## src/rtl/raytracing_scheduler.sv

```systemverilog
// Line-by-line frame scheduler for a bank of ray-tracing workers.
// For each line it launches every worker, waits for all of them to finish,
// then drains the worker buffers into the framebuffer in pixel order.
// Ports:
//   clk, rst            clock, synchronous active-high reset
//   frame_start         start-frame request (only honoured in IDLE)
//   frame_busy          frame in progress
//   frame_done          one-cycle pulse after the last pixel of the frame
//   worker_activate     shared activate to all workers
//   worker_busy         per-worker busy flags
//   pixel_start_x       leftmost pixel X (constant)
//   pixel_y             current line Y (LINES/2 - line)
//   pixel_y_sqrd        pixel_y squared
//   rd_worker, rd_job   worker buffer select for readout
//   rd_color            selected buffer entry (external mux)
//   fb_we, fb_ready     framebuffer write handshake
//   fb_addr, fb_data    framebuffer address and pixel color
module raytracing_scheduler #(
    parameter int unsigned N_WORKERS        = 10,
    parameter int unsigned JOBS_SUBDIVISION = 64,
    parameter int unsigned COLS             = 640,
    parameter int unsigned LINES            = 480,
    localparam int unsigned WW = $clog2(N_WORKERS),
    localparam int unsigned JW = $clog2(JOBS_SUBDIVISION),
    localparam int unsigned AW = $clog2(COLS * LINES)
) (
    input  logic                 clk,
    input  logic                 rst,
    input  logic                 frame_start,
    output logic                 frame_busy,
    output logic                 frame_done,
    output logic                 worker_activate,
    input  logic [N_WORKERS-1:0] worker_busy,
    output logic signed [11:0]   pixel_start_x,
    output logic signed [9:0]    pixel_y,
    output logic [15:0]          pixel_y_sqrd,
    output logic [WW-1:0]        rd_worker,
    output logic [JW-1:0]        rd_job,
    input  logic [11:0]          rd_color,
    output logic                 fb_we,
    input  logic                 fb_ready,
    output logic [AW-1:0]        fb_addr,
    output logic [11:0]          fb_data
);

    localparam int unsigned XW = $clog2(COLS);
    localparam int unsigned LW = $clog2(LINES);
    localparam logic signed [9:0] PY_TOP = 10'(LINES / 2);
    localparam logic [15:0]       SQ_TOP = 16'((LINES / 2) * (LINES / 2));

    typedef enum logic [2:0] {
        S_IDLE   = 3'd0,
        S_LAUNCH = 3'd1,
        S_RUN    = 3'd2,
        S_DRAIN  = 3'd3,
        S_GAP    = 3'd4
    } state_e;

    state_e             state_q, state_d;
    logic [LW-1:0]      line_q, line_d;
    logic [XW-1:0]      x_q, x_d;
    logic [WW-1:0]      rd_worker_q, rd_worker_d;
    logic [JW-1:0]      rd_job_q, rd_job_d;
    logic [AW-1:0]      fb_addr_q, fb_addr_d;
    logic signed [9:0]  pixel_y_q, pixel_y_d;
    logic [15:0]        pixel_y_sqrd_q, pixel_y_sqrd_d;
    logic               frame_done_q, frame_done_d;
    logic               worker_activate_q, worker_activate_d;
    logic               frame_busy_q, frame_busy_d;
    logic               fb_we_q, fb_we_d;

    // State and datapath registers
    always_ff @(posedge clk) begin
        if (rst) begin
            state_q           <= S_IDLE;
            line_q            <= '0;
            x_q               <= '0;
            rd_worker_q       <= '0;
            rd_job_q          <= '0;
            fb_addr_q         <= '0;
            pixel_y_q         <= PY_TOP;
            pixel_y_sqrd_q    <= SQ_TOP;
            frame_done_q      <= 1'b0;
            worker_activate_q <= 1'b0;
            frame_busy_q      <= 1'b0;
            fb_we_q           <= 1'b0;
        end else begin
            state_q           <= state_d;
            line_q            <= line_d;
            x_q               <= x_d;
            rd_worker_q       <= rd_worker_d;
            rd_job_q          <= rd_job_d;
            fb_addr_q         <= fb_addr_d;
            pixel_y_q         <= pixel_y_d;
            pixel_y_sqrd_q    <= pixel_y_sqrd_d;
            frame_done_q      <= frame_done_d;
            worker_activate_q <= worker_activate_d;
            frame_busy_q      <= frame_busy_d;
            fb_we_q           <= fb_we_d;
        end
    end

    // Next-state and datapath update
    always_comb begin
        state_d        = state_q;
        line_d         = line_q;
        x_d            = x_q;
        rd_worker_d    = rd_worker_q;
        rd_job_d       = rd_job_q;
        fb_addr_d      = fb_addr_q;
        pixel_y_d      = pixel_y_q;
        pixel_y_sqrd_d = pixel_y_sqrd_q;
        frame_done_d   = 1'b0;

        case (state_q)
            S_IDLE: begin
                if (frame_start) begin
                    state_d        = S_LAUNCH;
                    line_d         = '0;
                    x_d            = '0;
                    rd_worker_d    = '0;
                    rd_job_d       = '0;
                    fb_addr_d      = '0;
                    pixel_y_d      = PY_TOP;
                    pixel_y_sqrd_d = SQ_TOP;
                end
            end
            S_LAUNCH: begin
                // Only a full set of busy flags proves every worker took the job
                if (&worker_busy) state_d = S_RUN;
            end
            S_RUN: begin
                if (~|worker_busy) state_d = S_DRAIN;
            end
            S_DRAIN: begin
                if (fb_ready) begin
                    // Address runs across lines, so it equals line*COLS + x
                    fb_addr_d = fb_addr_q + AW'(1);
                    if (x_q == XW'(COLS - 1)) begin
                        x_d         = '0;
                        rd_worker_d = '0;
                        rd_job_d    = '0;
                        state_d     = S_GAP;
                    end else begin
                        x_d = x_q + XW'(1);
                        if (rd_worker_q == WW'(N_WORKERS - 1)) begin
                            rd_worker_d = '0;
                            rd_job_d    = rd_job_q + JW'(1);
                        end else begin
                            rd_worker_d = rd_worker_q + WW'(1);
                        end
                    end
                end
            end
            S_GAP: begin
                if (line_q == LW'(LINES - 1)) begin
                    frame_done_d = 1'b1;
                    state_d      = S_IDLE;
                end else begin
                    line_d    = line_q + LW'(1);
                    pixel_y_d = pixel_y_q - 10'sd1;
                    // (y-1)^2 = y^2 - 2y + 1, evaluated modulo 2^16
                    pixel_y_sqrd_d = pixel_y_sqrd_q
                                   - {{5{pixel_y_q[9]}}, pixel_y_q, 1'b0}
                                   + 16'd1;
                    state_d   = S_LAUNCH;
                end
            end
            default: state_d = S_IDLE;
        endcase

        worker_activate_d = (state_d == S_LAUNCH) || (state_d == S_RUN) ||
                            (state_d == S_DRAIN);
        frame_busy_d      = (state_d != S_IDLE);
        fb_we_d           = (state_d == S_DRAIN);
    end

    assign frame_busy      = frame_busy_q;
    assign frame_done      = frame_done_q;
    assign worker_activate = worker_activate_q;
    assign pixel_start_x   = 12'(0) - 12'(COLS / 2);
    assign pixel_y         = pixel_y_q;
    assign pixel_y_sqrd    = pixel_y_sqrd_q;
    assign rd_worker       = rd_worker_q;
    assign rd_job          = rd_job_q;
    assign fb_we           = fb_we_q;
    assign fb_addr         = fb_addr_q;
    assign fb_data         = rd_color;

endmodule

```

## config.mk

```make
export PLATFORM = sky130hd
export DESIGN_NAME = raytracing_scheduler
export DESIGN_NICKNAME = d
export VERILOG_FILES = /design/src/rtl/raytracing_scheduler.sv
export SDC_FILE = /design/constraint.sdc
export NUM_CORES = 1
export LEC_CHECK = 0
export BUFFER_PORTS_ARGS = -buffer_cell sky130_fd_sc_hd__buf_2
export CORE_MARGIN = 5
export CORE_UTILIZATION = 46
export CTS_BUF_LIST = sky130_fd_sc_hd__clkbuf_8 sky130_fd_sc_hd__clkbuf_16
export CTS_CLUSTER_DIAMETER = 30
export DETAILED_ROUTE_END_ITERATION = 8
export GPL_TIMING_DRIVEN = 0
export PLACE_DENSITY_LB_ADDON = 0.3
export SYNTH_ARGS = -nofsm -noshare
export SYNTH_HDL_FRONTEND = slang
export SYNTH_SLANG_ARGS = --single-unit
```

## constraint.sdc

```tcl
create_clock -name clk -period 2.9 [get_ports clk]
set_input_delay 0.29 -clock clk [delete_from_list [all_inputs] [get_ports clk]]
set_output_delay 0.29 -clock clk [all_outputs]
set_load 0.05 [all_outputs]
```

=== Yosys cells after proc, flatten, opt, wreduce, memory -nomap -nowiden ===
Cells that the tools add are included.
Widths: inputs -> output; s select.

* Add/subtract/negate cells: 8
* Equal/unequal tests: 14
* Mux-type cells: 34
* Bitwise operators: 1
* Reductions and logical operators: 12

{| class="wikitable"
|+ Operators with widths
! operator !! count
|-
| $mux 10 || 5
|-
| $pmux 10 s2 || 2
|-
| $mux 19 || 2
|-
| $pmux 19 s2 || 1
|-
| $mux 16 || 2
|-
| $pmux 16 s2 || 1
|-
| $mux 6 || 4
|-
| $add 19x1->19 const B || 1
|-
| $mux 9 || 2
|-
| $pmux 9 s2 || 1
|-
| $add 16x1->16 const B || 1
|-
| $mux 4 || 4
|-
| $sub 16x16->16 || 1
|-
| $mux 3 || 5
|-
| $pmux 3 s5 || 1
|-
| $eq 3x2->1 const B || 4
|-
| $pmux 6 s2 || 1
|-
| $add 10x1->10 const B || 1
|-
| $eq 10x10->1 const B || 1
|-
| $reduce_and 10->1 || 1
|-
| $reduce_or 10->1 || 1
|-
| $sub 10x2->10 const B || 1
|-
| $add 9x1->9 const B || 1
|-
| $eq 9x9->1 const B || 1
|-
| other kinds (17) || 24
|}

* Flip-flop bits (word level): 81
* Output and inout bits: 83
* Logic and storage cells: 81

=== Longest topological paths before layout ===
Gate-level depths: netlist of the first run.

* Depth after elaboration: 7
* Gate-level depth with buffers: 11

=== Worst setup path before layout of the first run ===
Ideal clock, no wire load.

* Path kind: flip-flop to flip-flop
* Start: reg pixel_y_sqrd_q[1] (netlist: pixel_y_sqrd[1])
* End: reg pixel_y_sqrd_q[15] (netlist: pixel_y_sqrd[15])
* Data arrival time: 2998 ps
* Slack: -184 ps
* Stages on the path, launching flop included: 12
* Path buffers: 0
* Cell sequence: dfxtp_1 -> inv_1 -> ha_1 -> inv_1 -> ha_1 -> fa_1 -> a21o_1 -> a221o_1 -> a311o_1 -> and3_1 -> o211a_1 -> a211oi_1

* Cells in the longest elaborated chain, start to end: 4

{| class="wikitable"
|+ RTL lines
! element !! line !! source
|-
| start: declaration || 66 || <nowiki>logic [15:0] pixel_y_sqrd_q, pixel_y_sqrd_d;</nowiki>
|-
| start signal: assignment || 95 || <nowiki>pixel_y_sqrd_q <= pixel_y_sqrd_d;</nowiki>
|-
| $sub 16x16->16 || 164 || <nowiki>- {{5{pixel_y_q[9]}}, pixel_y_q, 1'b0}</nowiki>
|-
| $add 16x1->16 || 165 || <nowiki>+ 16'd1;</nowiki>
|-
| $mux 16 || 156 || <nowiki>if (line_q == LW'(LINES - 1)) begin</nowiki>
|-
| $pmux 16 s2 || 115 || <nowiki>case (state_q)</nowiki>
|}

No other way between the ends. The select of a mux whose other input is x is not followed.
A chain may end at the register's enable or synchronous reset.

=== Final worst setup path of the first run ===
Same ends and word-level chain as after synthesis.

==> flow_results.xml, run 1 <==
<?xml version="1.0" encoding="UTF-8"?>
<metrics>
  <group name="clocking">
    <metric name="tritoncts_num_sinks" unit="">81</metric>
    <metric name="clock_tree_buffer_depth" unit="">2</metric>
    <metric name="clock_tree.root_cell" unit="">sky130_fd_sc_hd__clkbuf_8</metric>
    <metric name="post_cts_hold_buffer_count" unit="">0</metric>
    <metric name="cts.clk_slew.worst_paths" unit="ps">80</metric>
    <metric name="cts-buffers-inserted" unit="">9</metric>
    <metric name="clock_latency" unit="ps">350</metric>
    <metric name="count_of_h_tree_levels_built_during_cts" unit="">3</metric>
    <metric name="cts_tree" unit="">built</metric>
  </group>
  <group name="pwr">
    <metric name="p_leak" unit="nW">2.36</metric>
    <metric name="vdd_drop_max" unit="V">0.000244</metric>
    <metric name="pwr_density_cell" unit="nW/µm²">402</metric>
  </group>
  <group name="finish">
    <metric name="area_of_the_multi_input_gates" unit="µm²">2690</metric>
    <metric name="layout.filler_cells" unit="">915</metric>
    <metric name="layout-area-overhead-vs-synth" unit="%">19.7</metric>
    <metric name="diodes" unit="">0</metric>
    <metric name="final_nets" unit="">697</metric>
    <metric name="ff_latch_area" unit="µm²">1640</metric>
    <metric name="final_layout_size_suffix_gt1_share" unit="%">24.7</metric>
    <metric name="finish.utilization" unit="%">56.1</metric>
  </group>
  <group name="route">
    <metric name="drc" unit="">0</metric>
    <metric name="antenna_left" unit="">0</metric>
    <metric name="routedWlPerCell" unit="µm">14.0</metric>
    <metric name="routed_wl" unit="µm">10800</metric>
    <metric name="num_vias" unit="">4002</metric>
    <metric name="drc_violation_total_after_the_first_tritonroute_iteration" unit="">176</metric>
    <metric name="detailedRoute.firstPassIterationCount" unit="">4</metric>
    <metric name="vias_per_cell" unit="">5.18</metric>
  </group>
  <group name="grt">
    <metric name="grtUsageMet1" unit="%">24.0</metric>
    <metric name="antenna_found_initial" unit="">0</metric>
    <metric name="pin_count_of_the_biggest_net_entering_global_routing" unit="">16</metric>
    <metric name="grt_remaining_overflow" unit="">0</metric>
    <metric name="grt_first_pass_wirelength" unit="µm">18100</metric>
    <metric name="grt.total_usage" unit="%">18.6</metric>
    <metric name="grt.met2_usage" unit="%">31.7</metric>
    <metric name="globalRouteMet3Util" unit="%">3.70</metric>
    <metric name="grt_pass1_vias" unit="">3974</metric>
    <metric name="busiest_layer_in_global_routing" unit="">met2</metric>
  </group>
  <group name="timing">
    <metric name="rsz0062_at_grt" unit="">false</metric>
    <metric name="finalWorstPathRequiredPeriod" unit="ps">2780</metric>
    <metric name="setup-violations-final" unit="">0</metric>
    <metric name="worst_slew_pin_slew" unit="ps">726</metric>
    <metric name="clock-skew-final" unit="ps">15.4</metric>
    <metric name="maxSlewHeadroom" unit="%">51.6</metric>
    <metric name="final_hold_viol_count" unit="">0</metric>
    <metric name="clock.fmax" unit="GHz">0.360</metric>
    <metric name="tns" unit="ps">0</metric>
    <metric name="timing.final.max_slew_violations" unit="">0</metric>
    <metric name="timing.final.crit_share" unit="%">95.7</metric>
  </group>
  <group name="yosys">
    <metric name="synth_top_cell_by_area" unit="">sky130_fd_sc_hd__dfxtp_1</metric>
    <metric name="synth_sequential_area_ratio" unit="%">35.6</metric>
    <metric name="synth_commonest_cells" unit="">sky130_fd_sc_hd__dfxtp_1, sky130_fd_sc_hd__nor2_1, sky130_fd_sc_hd__nand2_1</metric>
    <metric name="mappedNetlistArea" unit="µm²">4560</metric>
    <metric name="ys_seq_elements" unit="">81</metric>
    <metric name="yosys.area.top_type_share" unit="%">35.6</metric>
    <metric name="syn_avg_cell_area" unit="µm²">8.64</metric>
    <metric name="postSynth.asyncResetShare" unit="%">0</metric>
    <metric name="yosys-top-cells-area" unit="">sky130_fd_sc_hd__dfxtp_1, sky130_fd_sc_hd__ha_1, sky130_fd_sc_hd__xnor2_1</metric>
    <metric name="yosys_most_used_dff" unit="">sky130_fd_sc_hd__dfxtp_1</metric>
    <metric name="synth-warning-count" unit="">0</metric>
    <metric name="synth_edf_count" unit="">0</metric>
    <metric name="post_synth_cell_types" unit="">57</metric>
    <metric name="top_count_cell_post_synth" unit="">sky130_fd_sc_hd__dfxtp_1</metric>
    <metric name="synthesis.instances" unit="">528</metric>
  </group>
  <group name="placed_design">
    <metric name="detailedPlacementHpwl" unit="µm">8310</metric>
    <metric name="gpl.final_weighted_congestion" unit="">0.849</metric>
    <metric name="portBuffers" unit="">84</metric>
  </group>
  <group name="setup_path">
    <metric name="worstSetupStartpoint" unit="">pixel_y_sqrd[1]</metric>
    <metric name="required_time_at_the_endpoint_of_the_critical_path" unit="ps">3170</metric>
    <metric name="cp_data_arrival_time" unit="ps">3040</metric>
    <metric name="critical_path_class" unit="">reg2reg</metric>
    <metric name="kind_of_end_point_of_the_critical_path" unit="">register</metric>
    <metric name="worstReg2RegStart" unit="">pixel_y_sqrd[1]</metric>
    <metric name="worstPathMaxFanout" unit="">3</metric>
    <metric name="startpoint_type" unit="">register</metric>
  </group>
  <group name="floorplan">
    <metric name="initial_utilization" unit="%">46.9</metric>
    <metric name="core_area" unit="µm²">9730</metric>
    <metric name="die_h" unit="µm">110</metric>
    <metric name="die_area" unit="µm²">12000</metric>
    <metric name="top_level_ports" unit="">109</metric>
    <metric name="fp-row-count" unit="">36</metric>
    <metric name="die_w" unit="µm">110</metric>
  </group>
  <group name="hold_path">
    <metric name="hold_path.class" unit="">in2reg</metric>
    <metric name="hold_path.startpoint" unit="">fb_ready</metric>
  </group>
  <group name="run_status">
    <metric name="run_status" unit="">completed</metric>
  </group>
  <group name="job">
    <metric name="max_cap_viol_count" unit="">0</metric>
  </group>
</metrics>
-- sequential cells by signal, indices dropped and copies added (netlist names), 3 cells and up --
name / cells
rd_worker: 4
rd_job: 6
state_q: 3
pixel_y: 10
fb_addr: 19
pixel_y_sqrd: 16
line_q: 9
x_q: 10
-- area by class of cell --
cell class,instances,share of cell area [%]
Clock buffer,10,2.52
Inverter,25,1.72
Clock inverter,6,0.894
Timing Repair Buffer,86,7.98
Sequential cell,81,30.0
Tap cell,133,3.05
Buffer,40,4.56
Multi-Input combinational cell,392,49.3
-- cells in the final DEF, fill, tap and decap left out, drive strengths merged, types with 2 or more instances in the layout --
cell	netlist	routed
or3	6	6
and2	5	5
buf	28	114
nor2	65	65
nand3	19	19
a311o	2	2
inv	25	28
and3	8	8
a21o	8	8
a21oi	28	28
xnor2	33	33
a211o	2	2
mux2i	2	2
nand2	43	43
nand4	17	17
a31oi	4	4
nor2b	2	2
conb	2	12
a22oi	8	8
o32a	3	3
nand2b	2	2
nor3	15	15
nand3b	4	4
clkbuf	12	22
clkinvlp	0	3
nor4	7	7
a2111oi	4	4
o21bai	4	4
xor2	20	20
o21ai	11	11
a211oi	4	4
or2	2	2
dfxtp	81	81
ha	35	35
a31o	2	2
-- cells by family after synthesis --
family / count (synthesis) / synth area share [%]
other cells: 2 / 0.165
fa+ha+maj: 36 / 10.0
xor+xnor: 53 / 10.2
mux: 2 / 0.439
flops: 81 / 35.6
buf+inv: 65 / 7.52
simple gates: 200 / 21.4
compound gates: 89 / 14.7
-- stage by stage --
step	hold WS, ps	power (mW)	setup WS [ps]	cell area, µm²	instances
6_report	335	2.19	125	5460	773
2_1_floorplan	456	1.38	20.1	4610	538
5_1_grt	333	2.30	13.3	5460	773
3_5_place_dp	478	1.44	28.0	5200	755
3_3_place_gp	462	1.44	44.7	5200	755
4_1_cts	307	2.22	13.0	5390	772
-- where the power goes --
group / internal (mW) / switching [mW] / total, mW
Clock: 0.343 / 0.432 / 0.776
Sequential: 1.12 / 0.0126 / 1.14
Combinational: 0.0833 / 0.200 / 0.284
-- worst paths after layout --
path | endpoint | slack (ps) | cells after the start
hold / removal | state_q[2] | 330 | 3
setup / recovery | pixel_y_sqrd[15] | 120 | 11
hold reg to reg | fb_addr[18] | 490 | 2
setup reg to reg | pixel_y_sqrd[15] | 120 | 11
-- critical path, stage by stage, from the launching register on --
cell and delay [ps]:
sky130_fd_sc_hd__dfxtp_4 360, sky130_fd_sc_hd__inv_2 40, sky130_fd_sc_hd__ha_4 250, sky130_fd_sc_hd__inv_2 40, sky130_fd_sc_hd__ha_4 150, sky130_fd_sc_hd__fa_2 350
sky130_fd_sc_hd__a21o_1 210, sky130_fd_sc_hd__a221o_1 340, sky130_fd_sc_hd__a311o_1 410, sky130_fd_sc_hd__and3_4 200, sky130_fd_sc_hd__o211a_1 210, sky130_fd_sc_hd__a211oi_2 130
-- layer usage --
metal | wire length, µm | vias up
li1 | - | 2031
met1 | 4880 | 1859
met2 | 5250 | 103
met3 | 568 | 9
met4 | 93 | 0
met5 | 0 | -
-- repair_timing --
action / CTS / global route
gates resized for setup: 0 / 12
pin swaps: 1 / 7
setup buffers: 1 / 1
setup endpoints to repair: 1 / 2
gates cloned: 0 / 0
No activity file was read; power rests on OpenSTA's default activity.
==> run 2: changes to the inputs <==
Settings changed: CORE_UTILIZATION 46 to 25.
==> flow_results.xml, run 2 (synthesis gave the netlist of run 1 again) <==
<?xml version="1.0" encoding="UTF-8"?>
<metrics>
  <group name="pwr">
    <metric name="power.share.switching" unit="%">28.7</metric>
    <metric name="p_sw" unit="mW">0.725</metric>
    <metric name="p_leak" unit="nW">2.41</metric>
    <metric name="vdd_drop_max" unit="V">0.000328</metric>
    <metric name="pwr-share-seq" unit="%">44.9</metric>
    <metric name="pwr_total" unit="mW">2.53</metric>
    <metric name="share_clk_of_total_power" unit="%">43.7</metric>
    <metric name="pwr_density_cell" unit="nW/µm²">446</metric>
    <metric name="power.combinational.fraction" unit="%">11.4</metric>
    <metric name="intPower" unit="mW">1.80</metric>
  </group>
  <group name="setup_path">
    <metric name="cpMaxStageDelayCell" unit="">sky130_fd_sc_hd__a311o_1</metric>
    <metric name="kind_of_end_point_of_the_critical_path" unit="">register</metric>
    <metric name="critical_path_class" unit="">reg2reg</metric>
    <metric name="worstReg2RegStart" unit="">pixel_y_sqrd[1]</metric>
    <metric name="required_time_at_the_endpoint_of_the_critical_path" unit="ps">3160</metric>
    <metric name="cp_cell_sequence" unit="">inv_1, ha_1, inv_2, ha_4, fa_2, a21o_1, a221o_1, a311o_1, and3_4, o211a_1, a211oi_2</metric>
    <metric name="worstSetupStartpoint" unit="">pixel_y_sqrd[1]</metric>
    <metric name="cp_data_arrival_time" unit="ps">3000</metric>
    <metric name="startpoint_type" unit="">register</metric>
    <metric name="worstPathMaxFanout" unit="">3</metric>
    <metric name="cpPeakStageDelay" unit="ps">370</metric>
  </group>
  <group name="timing">
    <metric name="clock-skew-final" unit="ps">6.48</metric>
    <metric name="rsz0062_at_grt" unit="">false</metric>
    <metric name="setup-violations-final" unit="">0</metric>
    <metric name="worst_slew_pin_slew" unit="ps">1000</metric>
    <metric name="maxSlewHeadroom" unit="%">32.6</metric>
    <metric name="finalWorstPathRequiredPeriod" unit="ps">2740</metric>
    <metric name="timing.final.crit_share" unit="%">94.5</metric>
    <metric name="clock.fmax" unit="GHz">0.365</metric>
    <metric name="timing.final.max_slew_violations" unit="">0</metric>
    <metric name="post_layout_worst_setup_margin" unit="ps">159</metric>
    <metric name="final_hold_viol_count" unit="">0</metric>
  </group>
  <group name="grt">
    <metric name="grt.total_usage" unit="%">10.9</metric>
    <metric name="grt_pass1_vias" unit="">3770</metric>
    <metric name="pin_count_of_the_biggest_net_entering_global_routing" unit="">17</metric>
    <metric name="antenna_found_initial" unit="">0</metric>
    <metric name="grt_remaining_overflow" unit="">0</metric>
    <metric name="grt_first_pass_wirelength" unit="µm">19100</metric>
  </group>
  <group name="route">
    <metric name="routedWlPerCell" unit="µm">13.3</metric>
    <metric name="antenna_left" unit="">0</metric>
    <metric name="detailedRoute.firstPassIterationCount" unit="">5</metric>
    <metric name="drc_violation_total_after_the_first_tritonroute_iteration" unit="">146</metric>
    <metric name="routed_wl" unit="µm">11600</metric>
    <metric name="vias_per_cell" unit="">4.50</metric>
    <metric name="drc" unit="">0</metric>
    <metric name="num_vias" unit="">3907</metric>
  </group>
  <group name="finish">
    <metric name="final_nets" unit="">697</metric>
    <metric name="layout_commonest_cell" unit="">sky130_fd_sc_hd__buf_2</metric>
    <metric name="diodes" unit="">0</metric>
    <metric name="most-common-layout-cells" unit="">sky130_fd_sc_hd__buf_2, sky130_fd_sc_hd__dfxtp_1, sky130_fd_sc_hd__nor2_1, sky130_fd_sc_hd__nand2_1, sky130_fd_sc_hd__ha_1</metric>
    <metric name="layout-area-overhead-vs-synth" unit="%">24.2</metric>
    <metric name="largest_register_ff_count" unit="">19</metric>
    <metric name="finish.cell_count_without_fillers" unit="">869</metric>
    <metric name="final_layout_size_suffix_gt1_share" unit="%">24.4</metric>
  </group>
  <group name="floorplan">
    <metric name="die_w" unit="µm">145</metric>
    <metric name="initial_utilization" unit="%">25.4</metric>
    <metric name="top_level_ports" unit="">109</metric>
    <metric name="die_area" unit="µm²">21000</metric>
    <metric name="die_h" unit="µm">145</metric>
    <metric name="fp-row-count" unit="">49</metric>
    <metric name="core_area" unit="µm²">18000</metric>
  </group>
  <group name="clocking">
    <metric name="cts.clk_slew.worst_paths" unit="ps">60</metric>
    <metric name="cts_tree" unit="">built</metric>
    <metric name="clock_tree.root_cell" unit="">sky130_fd_sc_hd__clkbuf_16</metric>
    <metric name="count_of_h_tree_levels_built_during_cts" unit="">3</metric>
    <metric name="clock_latency" unit="ps">340</metric>
    <metric name="post_cts_hold_buffer_count" unit="">0</metric>
    <metric name="clock_tree_buffer_depth" unit="">2</metric>
    <metric name="cts-buffers-inserted" unit="">9</metric>
    <metric name="tritoncts_num_sinks" unit="">81</metric>
  </group>
  <group name="placed_design">
    <metric name="detailedPlacementHpwl" unit="µm">8820</metric>
    <metric name="gpl.final_weighted_congestion" unit="">0.790</metric>
    <metric name="placedCellCount" unit="">851</metric>
    <metric name="pre_cts_ws" unit="ps">-42.2</metric>
    <metric name="portBuffers" unit="">84</metric>
  </group>
  <group name="run_status">
    <metric name="run_status" unit="">completed</metric>
  </group>
  <group name="hold_path">
    <metric name="hold_path.startpoint" unit="">fb_ready</metric>
    <metric name="hold_path.class" unit="">in2reg</metric>
  </group>
  <group name="job">
    <metric name="max_cap_viol_count" unit="">0</metric>
  </group>
</metrics>
[run 2: final timing paths]
path | to | slack (ps) | cells after the start
setup / recovery | pixel_y_sqrd[15] | 160 | 11
hold / removal | state_q[2] | 300 | 3
setup reg to reg | pixel_y_sqrd[15] | 160 | 11
hold reg to reg | fb_addr[18] | 480 | 2
[run 2: per-layer routing]
metal | part of all wire, % | global-route usage (%) | wire length [µm]
met3 | 5.8 | 2.84 | 672
met2 | 45 | 17.2 | 5220
met4 | 0.71 | 2.68 | 82
met1 | 48 | 14.9 | 5610
met5 | 0 | 0 | 0
[run 2: final cells by class]
type	count	area, µm²
tap	229	287
fill	1947	12300
sequential	81	1640
clock buffer	9	225
timing repair buffer	86	435
buffer	40	249
clock inverter	7	61.3
inverter	25	93.8
multi-input combinational	392	2680
[run 2: power by group through the flow]
stage                     registers [mW]  logic [mW]  clock network, mW
after global routing                1.14       0.311               1.20
final                               1.13       0.288               1.11
after detailed placement            1.16       0.289                  0
after global placement              1.16       0.289                  0
after floorplan                     1.19       0.192                  0
after CTS                           1.13       0.290               1.15
[run 2: what timing repair did]
| item | in CTS | in global routing |
|---|---|---|
| gates resized for setup | 3 | 7 |
| endpoints found under the setup margin | 1 | 2 |
| buffers inserted | 1 | 1 |
| pin swaps | 2 | 7 |
[run 2: critical path, delay by kind of cell (launching register included)]
family                     cells  cell delay (ps)
and+or+nand+nor                1              200
AOI/OAI and AO/OA              5             1260
adders and majority gates      3              780
buffers and inverters          2               80
DFF                            1              350
[run 2: stage by stage]
step / hold WS [ps] / utilization, % / area (µm²) / TNS, ps
finish: 301 / 31.5 / 5660 / 0
global route: 304 / 31.5 / 5660 / 0
CTS: 274 / 31.3 / 5630 / 0
detailed placement: 480 / 29.6 / 5320 / -42.2
global placement: 475 / 29.6 / 5320 / 0
floorplan: 456 / - / 4610 / 0
